$ cat src/rtl/tile_scan.sv
// tile_scan: walks one 32x32 tile row by row, waits for the plane
// interpolator to settle, captures the row and streams it out pixel by pixel.
module tile_scan #(
    parameter int IP_LAT   = 1,
    parameter int TILE_DIM = 32
) (
    input  logic                     clock,
    input  logic                     reset_n,
    input  logic                     start,
    input  logic [5:0]               tile_x,
    input  logic [5:0]               tile_y,
    output logic [10:0]              x_ps,
    output logic [10:0]              y_ps,
    input  logic [TILE_DIM*32-1:0]   row_in,
    output logic                     pix_valid,
    input  logic                     pix_ready,
    output logic [10:0]              pix_x,
    output logic [10:0]              pix_y,
    output logic [31:0]              pix_val,
    output logic                     pix_last,
    output logic                     busy,
    output logic                     done
);

    localparam logic [2:0] S_IDLE    = 3'd0;
    localparam logic [2:0] S_SETTLE  = 3'd1;
    localparam logic [2:0] S_CAPTURE = 3'd2;
    localparam logic [2:0] S_EMIT    = 3'd3;
    localparam logic [2:0] S_DONE    = 3'd4;

    localparam logic [2:0] LAT  = 3'(IP_LAT);
    localparam logic [4:0] LAST = 5'(TILE_DIM - 1);

    logic [2:0]               state_q, state_d;
    logic [4:0]               row_q, row_d;
    logic [4:0]               col_q, col_d;
    logic [2:0]               cnt_q, cnt_d;
    logic [10:0]              x_ps_q, x_ps_d;
    logic [10:0]              y_ps_q, y_ps_d;
    logic [TILE_DIM*32-1:0]   row_buf_q, row_buf_d;
    logic                     pix_valid_q, pix_valid_d;
    logic                     pix_last_q, pix_last_d;
    logic [10:0]              pix_x_q, pix_x_d;
    logic [10:0]              pix_y_q, pix_y_d;
    logic [31:0]              pix_val_q, pix_val_d;

    always_comb begin
        state_d   = state_q;
        row_d     = row_q;
        col_d     = col_q;
        cnt_d     = cnt_q;
        x_ps_d    = x_ps_q;
        y_ps_d    = y_ps_q;
        row_buf_d = row_buf_q;
        unique case (state_q)
            S_IDLE: begin
                if (start) begin
                    x_ps_d  = {tile_x, 5'd0};
                    y_ps_d  = {tile_y, 5'd0};
                    row_d   = '0;
                    col_d   = '0;
                    cnt_d   = LAT;
                    state_d = S_SETTLE;
                end
            end
            S_SETTLE: begin
                cnt_d = cnt_q - 3'd1;
                if (cnt_q <= 3'd1) begin
                    state_d = S_CAPTURE;
                end
            end
            S_CAPTURE: begin
                row_buf_d = row_in;
                col_d     = '0;
                state_d   = S_EMIT;
            end
            S_EMIT: begin
                if (pix_ready) begin
                    col_d = col_q + 5'd1;
                    if (col_q == LAST) begin
                        if (row_q == LAST) begin
                            state_d = S_DONE;
                        end else begin
                            row_d   = row_q + 5'd1;
                            y_ps_d  = y_ps_q + 11'd1;
                            cnt_d   = LAT;
                            state_d = S_SETTLE;
                        end
                    end
                end
            end
            S_DONE: begin
                state_d = S_IDLE;
            end
            default: begin
                state_d = S_IDLE;
            end
        endcase
    end

    // Pixel outputs are registered from the next-state view, so a stalled
    // pixel simply recomputes the same values and holds.
    always_comb begin
        pix_valid_d = (state_d == S_EMIT);
        pix_last_d  = pix_valid_d && (row_d == LAST) && (col_d == LAST);
        pix_x_d     = x_ps_d + {6'd0, col_d};
        pix_y_d     = y_ps_d;
        pix_val_d   = row_buf_d[{col_d, 5'd0} +: 32];
    end

    always_ff @(posedge clock or negedge reset_n) begin
        if (!reset_n) begin
            state_q     <= S_IDLE;
            row_q       <= '0;
            col_q       <= '0;
            cnt_q       <= '0;
            x_ps_q      <= '0;
            y_ps_q      <= '0;
            pix_valid_q <= 1'b0;
            pix_last_q  <= 1'b0;
            pix_x_q     <= '0;
            pix_y_q     <= '0;
            pix_val_q   <= '0;
        end else begin
            state_q     <= state_d;
            row_q       <= row_d;
            col_q       <= col_d;
            cnt_q       <= cnt_d;
            x_ps_q      <= x_ps_d;
            y_ps_q      <= y_ps_d;
            pix_valid_q <= pix_valid_d;
            pix_last_q  <= pix_last_d;
            pix_x_q     <= pix_x_d;
            pix_y_q     <= pix_y_d;
            pix_val_q   <= pix_val_d;
        end
    end

    // The row buffer is pure datapath; its contents are irrelevant after reset.
    always_ff @(posedge clock) begin
        row_buf_q <= row_buf_d;
    end

    assign x_ps      = x_ps_q;
    assign y_ps      = y_ps_q;
    assign pix_valid = pix_valid_q;
    assign pix_last  = pix_last_q;
    assign pix_x     = pix_x_q;
    assign pix_y     = pix_y_q;
    assign pix_val   = pix_val_q;
    assign busy      = (state_q != S_IDLE);
    assign done      = (state_q == S_DONE);

endmodule

$ cat config.mk
export PLATFORM = sky130hd
export DESIGN_NAME = tile_scan
export DESIGN_NICKNAME = d
export VERILOG_FILES = /design/src/rtl/tile_scan.sv
export SDC_FILE = /design/constraint.sdc
export NUM_CORES = 2
export LEC_CHECK = 0
export BUFFER_PORTS_ARGS = -buffer_cell sky130_fd_sc_hd__buf_4
export CAP_MARGIN = 20
export CORE_AREA = 2 2 438 440
export DETAILED_ROUTE_END_ITERATION = 8
export DIE_AREA = 0 0 440 442
export GPL_TIMING_DRIVEN = 0
export PLACE_DENSITY = 0.48
export REMOVE_ABC_BUFFERS = 1
export SYNTH_ARGS = -nofsm -noshare
export SYNTH_HDL_FRONTEND = slang
export SYNTH_SLANG_ARGS = --single-unit
$ cat constraint.sdc
create_clock -name clock -period 6.85 [get_ports clock]
set_input_delay 0.3425 -clock clock [delete_from_list [all_inputs] [get_ports clock]]
set_output_delay 0.3425 -clock clock [all_outputs]
set_load 0.01 [all_outputs]
# Yosys cells after proc, flatten, opt, wreduce, memory -nomap -nowiden
# Index checks and enable logic that the tools add are counted.
[totals] regBits=1107 latch_bits=0 mem_bits_rw=0 rom_bits=0 inputBits=1040 output_inout_bits=80 elab_cells=66 mem_count=0
[op_classes] add_sub_neg=5 mul=0 div=0 magnitude_cmp=1 n_eq_ne=13 shifts=1 muxes=27 bitwise=0 n_reduce_logical=8
[op_table] op="$mux W1024" n=1
[op_table] op="$shiftx A1024 B11 Y32" n=1
[op_table] op="$mux W11" n=6
[op_table] op="$mux W5" n=6
[op_table] op="$mux W3" n=9
[op_table] op="$pmux W11 S2" n=1
[op_table] op="$eq A5 B5 Y1 const B" n=4
[op_table] op="$pmux W5 S3" n=1
[op_table] op="$pmux W3 S4" n=1
[op_table] op="$add A11 B1 Y11 const B" n=1
[op_table] op="$add A11 B5 Y11" n=1
[op_table] op="$add A5 B1 Y5 const B" n=2
[op_table] op="$pmux W5 S2" n=1
[op_table] op="$reduce_and A5 Y1" n=2
[op_table] op="$eq A3 B2 Y1 const B" n=3
[op_table] op="$pmux W3 S3" n=1
[op_table] op="$ne A2 B2 Y1 const B" n=4
[op_table] op="$reduce_bool A3 Y1" n=2
[op_table] op="$eq A3 B1 Y1 const B" n=1
[op_table] op="$eq A3 B3 Y1 const B" n=1
[op_table] op="$le A3 B1 Y1 const B" n=1
[op_table] op="$logic_not A3 Y1" n=1
[op_table] op="$sub A3 B1 Y3 const B" n=1
[op_table] op="$logic_and A1 B1 Y1" n=2
[op_table] op="$reduce_bool A2 Y1" n=1

# Longest topological paths before layout
[logic_depth] ltp_word=8 mapped_depth=19 depth_no_buf=13

# Worst setup path before layout
# Ideal clock, no wire load.
[synth_path] path_type="flip-flop to flip-flop" startpoint="reg state_q[2]" endpoint="reg pix_x_q[10], in the netlist pix_x[10]" setup_ps=79 t_arrival_ps=3365 t_required_ps=6771 setup_slack_ps=3406 path_stages_with_launch=20 path_buffers=6 period_less_slack_ps=3444 path_cell_list="dfrtp_1 -> and3b_1 -> buf_4 -> and3b_1 -> buf_4 -> buf_6 -> nor2_4 -> inv_2 -> buf_6 -> buf_4 -> buf_2 -> ha_1 -> inv_1 -> fa_1 -> inv_1 -> nand4_1 -> o32a_1 -> o21bai_1 -> a21oi_1 -> xor2_1"
[synth_between] elab_chain_len=3 word_cells_on_any_way=6 classes_between="add/sub: 1; eq/ne: 2; mux: 2; reduce/logical: 1"
[synth_lines] item="from (decl)" line_no="34" rtl="logic [2:0] state_q, state_d;"
[synth_lines] item="from (signal assigned)" line_no="125" rtl="state_q <= state_d;"
[synth_lines] item="$eq A3 B2 Y1 or $logic_not A3 Y1 (tied branches)" line_no="55" rtl="unique case (state_q)"
[synth_lines] item="$pmux W5 S3 *" line_no="55"
[synth_lines] item="named net col_d[0]" line_no="36" rtl="logic [4:0] col_q, col_d;"
[synth_lines] item="$add A11 B5 Y11 *" line_no="106" rtl="pix_x_d = x_ps_d + {6'd0, col_d};"
[synth_lines] item="named net pix_x_d[10]" line_no="43" rtl="logic [10:0] pix_x_q, pix_x_d;"
[synth_lines] item="to (signal assigned)" line_no="133" rtl="pix_x_q <= pix_x_d;"
[synth_lines] item="to (decl)" line_no="43"
# Mark *: on every way through the listed nets, which the timed path passes. The rest lies on a longest branch.
# A chain may end at the register's enable or synchronous reset.

# Worst setup path in the final report
[layout_path] startpoint="reg state_q[1]" endpoint="reg pix_val_q[22], in the netlist pix_val[22]"
[layout_between] elab_chain_len=3 word_cells_on_any_way=6 classes_between="eq/ne: 2; shift: 1; mux: 2; reduce/logical: 1"
[layout_lines] item="$eq A3 B2 Y1 or $logic_not A3 Y1 (tied branches)" line_no="55"
[layout_lines] item="$pmux W5 S3 or $mux W1024 (tied branches)" line_no="55"
[layout_lines] item="$shiftx A1024 B11 Y32 *" line_no="108" rtl="pix_val_d = row_buf_d[{col_d, 5'd0} +: 32];"
[layout_lines] item="named net pix_val_d[22]" line_no="45" rtl="logic [31:0] pix_val_q, pix_val_d;"
[layout_lines] item="to (signal assigned)" line_no="135" rtl="pix_val_q <= pix_val_d;"
[layout_lines] item="to (decl)" line_no="45"
# Marks and branches as above.

==> results.txt <==
Fmax: 177 MHz
DR pass1 iterations: 7
share of layout cells above drive strength 1: 0.180
clk slew on worst S/H paths: 0.06 ns
Clock power frac: 0.308
CTS tree: yes
Max FO, Critical Path: 41
Worst path slowest cell: and3b_1
H-tree depth: 4
GRT overflow: 0
Hold Slack: 0.266 ns
number of antenna violations at the first check in global routing: 130
status: completed
Setup Buffers After CTS: 0
crit-path most repeated cell: buf_8
IO Pins: 1120
register area share after synthesis: 0.452
Die Height: 442 um
most frequent cells in the layout: 3246 x nand2_1, 1127 x buf_4, 1041 x dlygate4sd3_1
Multi-input gate area: 0.0249 sq mm
largest family of logic cells by synthesized area: simple AND/OR/NAND/NOR gates
reg2reg path depth: 11
largest net degree at the start of global routing: 98
most common cell after layout, fill and taps aside: nand2_1
Core Region: 0.190 sq mm
cells after synthesis: 7105
GRT Util Overall: 0.250
Synth Area in Simple Gates: 0.331
FF+latch area: 0.0226 sq mm
dominant cell type by area after synthesis: dfxtp_1
post-synthesis mux area share: 0.0216
port buffer count: 1119
drt via density: 4.92
clock sinks: 1107
Final min period: 5.64 ns
Period Utilization, post-route: 0.823
fin util: 0.411
fin nets: 10.1k
compound-gate portion of the synthesized area: 0.138
FF-to-FF Start: state_q[1]$_DFF_PN0_
Comb pwr share: 0.322
Skew-Pair Late Insertion Delay: 0.80 ns
Max transition margin: 0.128
first-pass GRT wire length: 365 mm
P_sw: 0.00883 W
syn avg cell area: 7.04 sq um
Pleak: 36.8 nW
hold buffer count at CTS: 1041
die area: 0.194 sq mm
Hold Fails Final Rpt: 0
DR DRC count: 0
Critical Path End: pix_val[22]$_DFF_PN0_
CP arrival: 6.25 ns
crit path from: state_q[1]$_DFF_PN0_
row cnt: 160
Adder-Cell Fraction of Synth Area: 0.00215
routed length per instance: 21.5 um
Root Buffer Master: clkbuf_16
final max-slew violation count: 0
Post-synth EDFFs: 0
Tightest Pin Transition: 1.31 ns
clock skew: 0.0394 ns
ANT nets after route: 0
critical-path cell list: and3b_1 -> nand3_1 -> nand2_4 -> buf_16 -> inv_2 -> nand4_1 -> buf_8 -> buf_8 -> o22ai_1 -> or4_1 -> nor4_2
count of state elements after synthesis: 1107
Detail Placement HPWL: 182 mm
Initial Util: 0.264
Setup Viol. Count Final: 0
internal cell power: 0.0162 W
worst-case clock buffer depth: 3
total routed wirelength: 253 mm
Die W: 440 um
crit path kind: register to register
Place WS: 1.27 ns
ys flop type: dfxtp_1
initial DRC count: 5053
yosys warns: 0
RR Endpoint: pix_val[22]$_DFF_PN0_
CP Data Required Time: 7.46 ns
Sw Ratio: 0.353
Fillers: 19.3k
max_cap viols: 0
via count: 57.9k
Hold Path Class: input port to register
post-synthesis xor/xnor area fraction: 0.00298
post-synthesis cell area: 0.0500 sq mm
setup TNS: 0 ns
critical path's largest stage delay: 0.89 ns
number of global-route vias before repair: 55.6k
post-CTS sizing: 0
fraction of registers with async set/reset: 0.0750
Startpoint Class: register
Syn-to-layout area delta: 56.0%
Final WS setup: 1.21 ns
largest cells by area after synthesis: dfxtp_1 41%, nand2_1 24%, a31oi_1 4.4%
CP endpoint kind: register
RSZ-0062 raised after global routing: false
Flop pwr share: 0.370
flop-to-flop setup slack: 1.21 ns
post-synth cell types: 69
share of the synthesized area in the top cell type: 0.410
CTS buffer count: 141
Power Density: 321 mW/mm^2
GPL Wtd Cong: 0.891
Max VDD drop: 0.238 mV
## worst max-delay path, delay by kind of cell, from the launching register on
family	cells	cell delay, ns
simple gates	6	3.56
buf+inv	4	0.99
flops	1	0.70
compound gates	1	0.12
## cell type report
| cell class | count | area share |
|---|---|---|
| well taps | 2511 | 0.0403 |
| repair buffers | 2365 | 0.286 |
| clock inverters | 42 | 0.00555 |
| flip-flops and latches | 1107 | 0.290 |
| diodes | 122 | 0.00391 |
| inverters | 21 | 0.00111 |
| clock buffers | 216 | 0.0554 |
| multi-input cells | 5398 | 0.319 |
## sequential cells by signal (all words and copies together), names as in the netlist
signal	cells
cnt_q	3
pix_valid	1
pix_val	32
x_ps	11
pix_y	11
row_q	5
col_q	5
pix_last	1
pix_x	11
state_q	3
row_buf_q	1024
## metrics by stage
stage,cells,power (W),instance area (sq um)
after floorplan,6526,0.0149,47400
after global placement,10156,0.0191,59000
after detailed placement,10360,0.0167,62500
after CTS,11659,0.0251,77700
after global routing,11760,0.0263,77900
final,11782,0.0250,78000
## cells by family after synthesis
kind of cell,count (synthesis)
muxes,104
adders and majority gates,8
xor gates and xnor gates,17
AOI/OAI and AO/OA,1148
and+or+nand+nor,4121
buffers and inverters,600
DFF,1107
## worst min path at each step
stage                            from                      end  slack [ns]  cells after the start
2_1_floorplan                 reset_n     cnt_q[0]$_DFFE_PN0P_        0.05                      0
3_3_place_gp   row_buf_q[594]$_DFF_P_   row_buf_q[594]$_DFF_P_        0.43                      2
4_1_cts                  row_in[1019]  row_buf_q[1019]$_DFF_P_        0.19                      4
5_1_grt                   row_in[253]   row_buf_q[253]$_DFF_P_        0.22                      4
6_report                  row_in[596]   row_buf_q[596]$_DFF_P_        0.27                      4
3_5_place_dp                  reset_n    pix_val[13]$_DFF_PN0_        0.28                      1
## synthesized netlist by cell type, types with 25 or more instances
master / count
nor4_2: 31
a311oi_1: 32
a21oi_1: 83
nand3_1: 321
dfxtp_1: 1024
and3_1: 40
a31oi_1: 350
mux2i_1: 73
clkbuf_2: 32
mux2_2: 31
o22ai_1: 160
buf_2: 131
nand2_1: 3248
dfrtp_1: 83
clkbuf_1: 368
o21ai_0: 409
a211oi_1: 38
nor2_1: 399
buf_4: 25
or4_1: 32
## power groups by stage
stage	combinational (W)	clock [W]	sequential (W)
detailed placement	0.00740	0	0.00931
finish	0.00806	0.00770	0.00925
CTS	0.00801	0.00788	0.00921
global placement	0.00986	0	0.00928
global route	0.00873	0.00814	0.00944
floorplan	0.00571	0	0.00915
## metal layers
layer	global-route usage	wire length, um	vias to the layer above
met1	0.312	106000	27608
met2	0.417	121000	2198
met3	0.0447	15100	573
met5	0	126	-
li1	-	-	27521
met4	0.112	11300	18
Note: power is estimated with default switching activity, not from simulation.
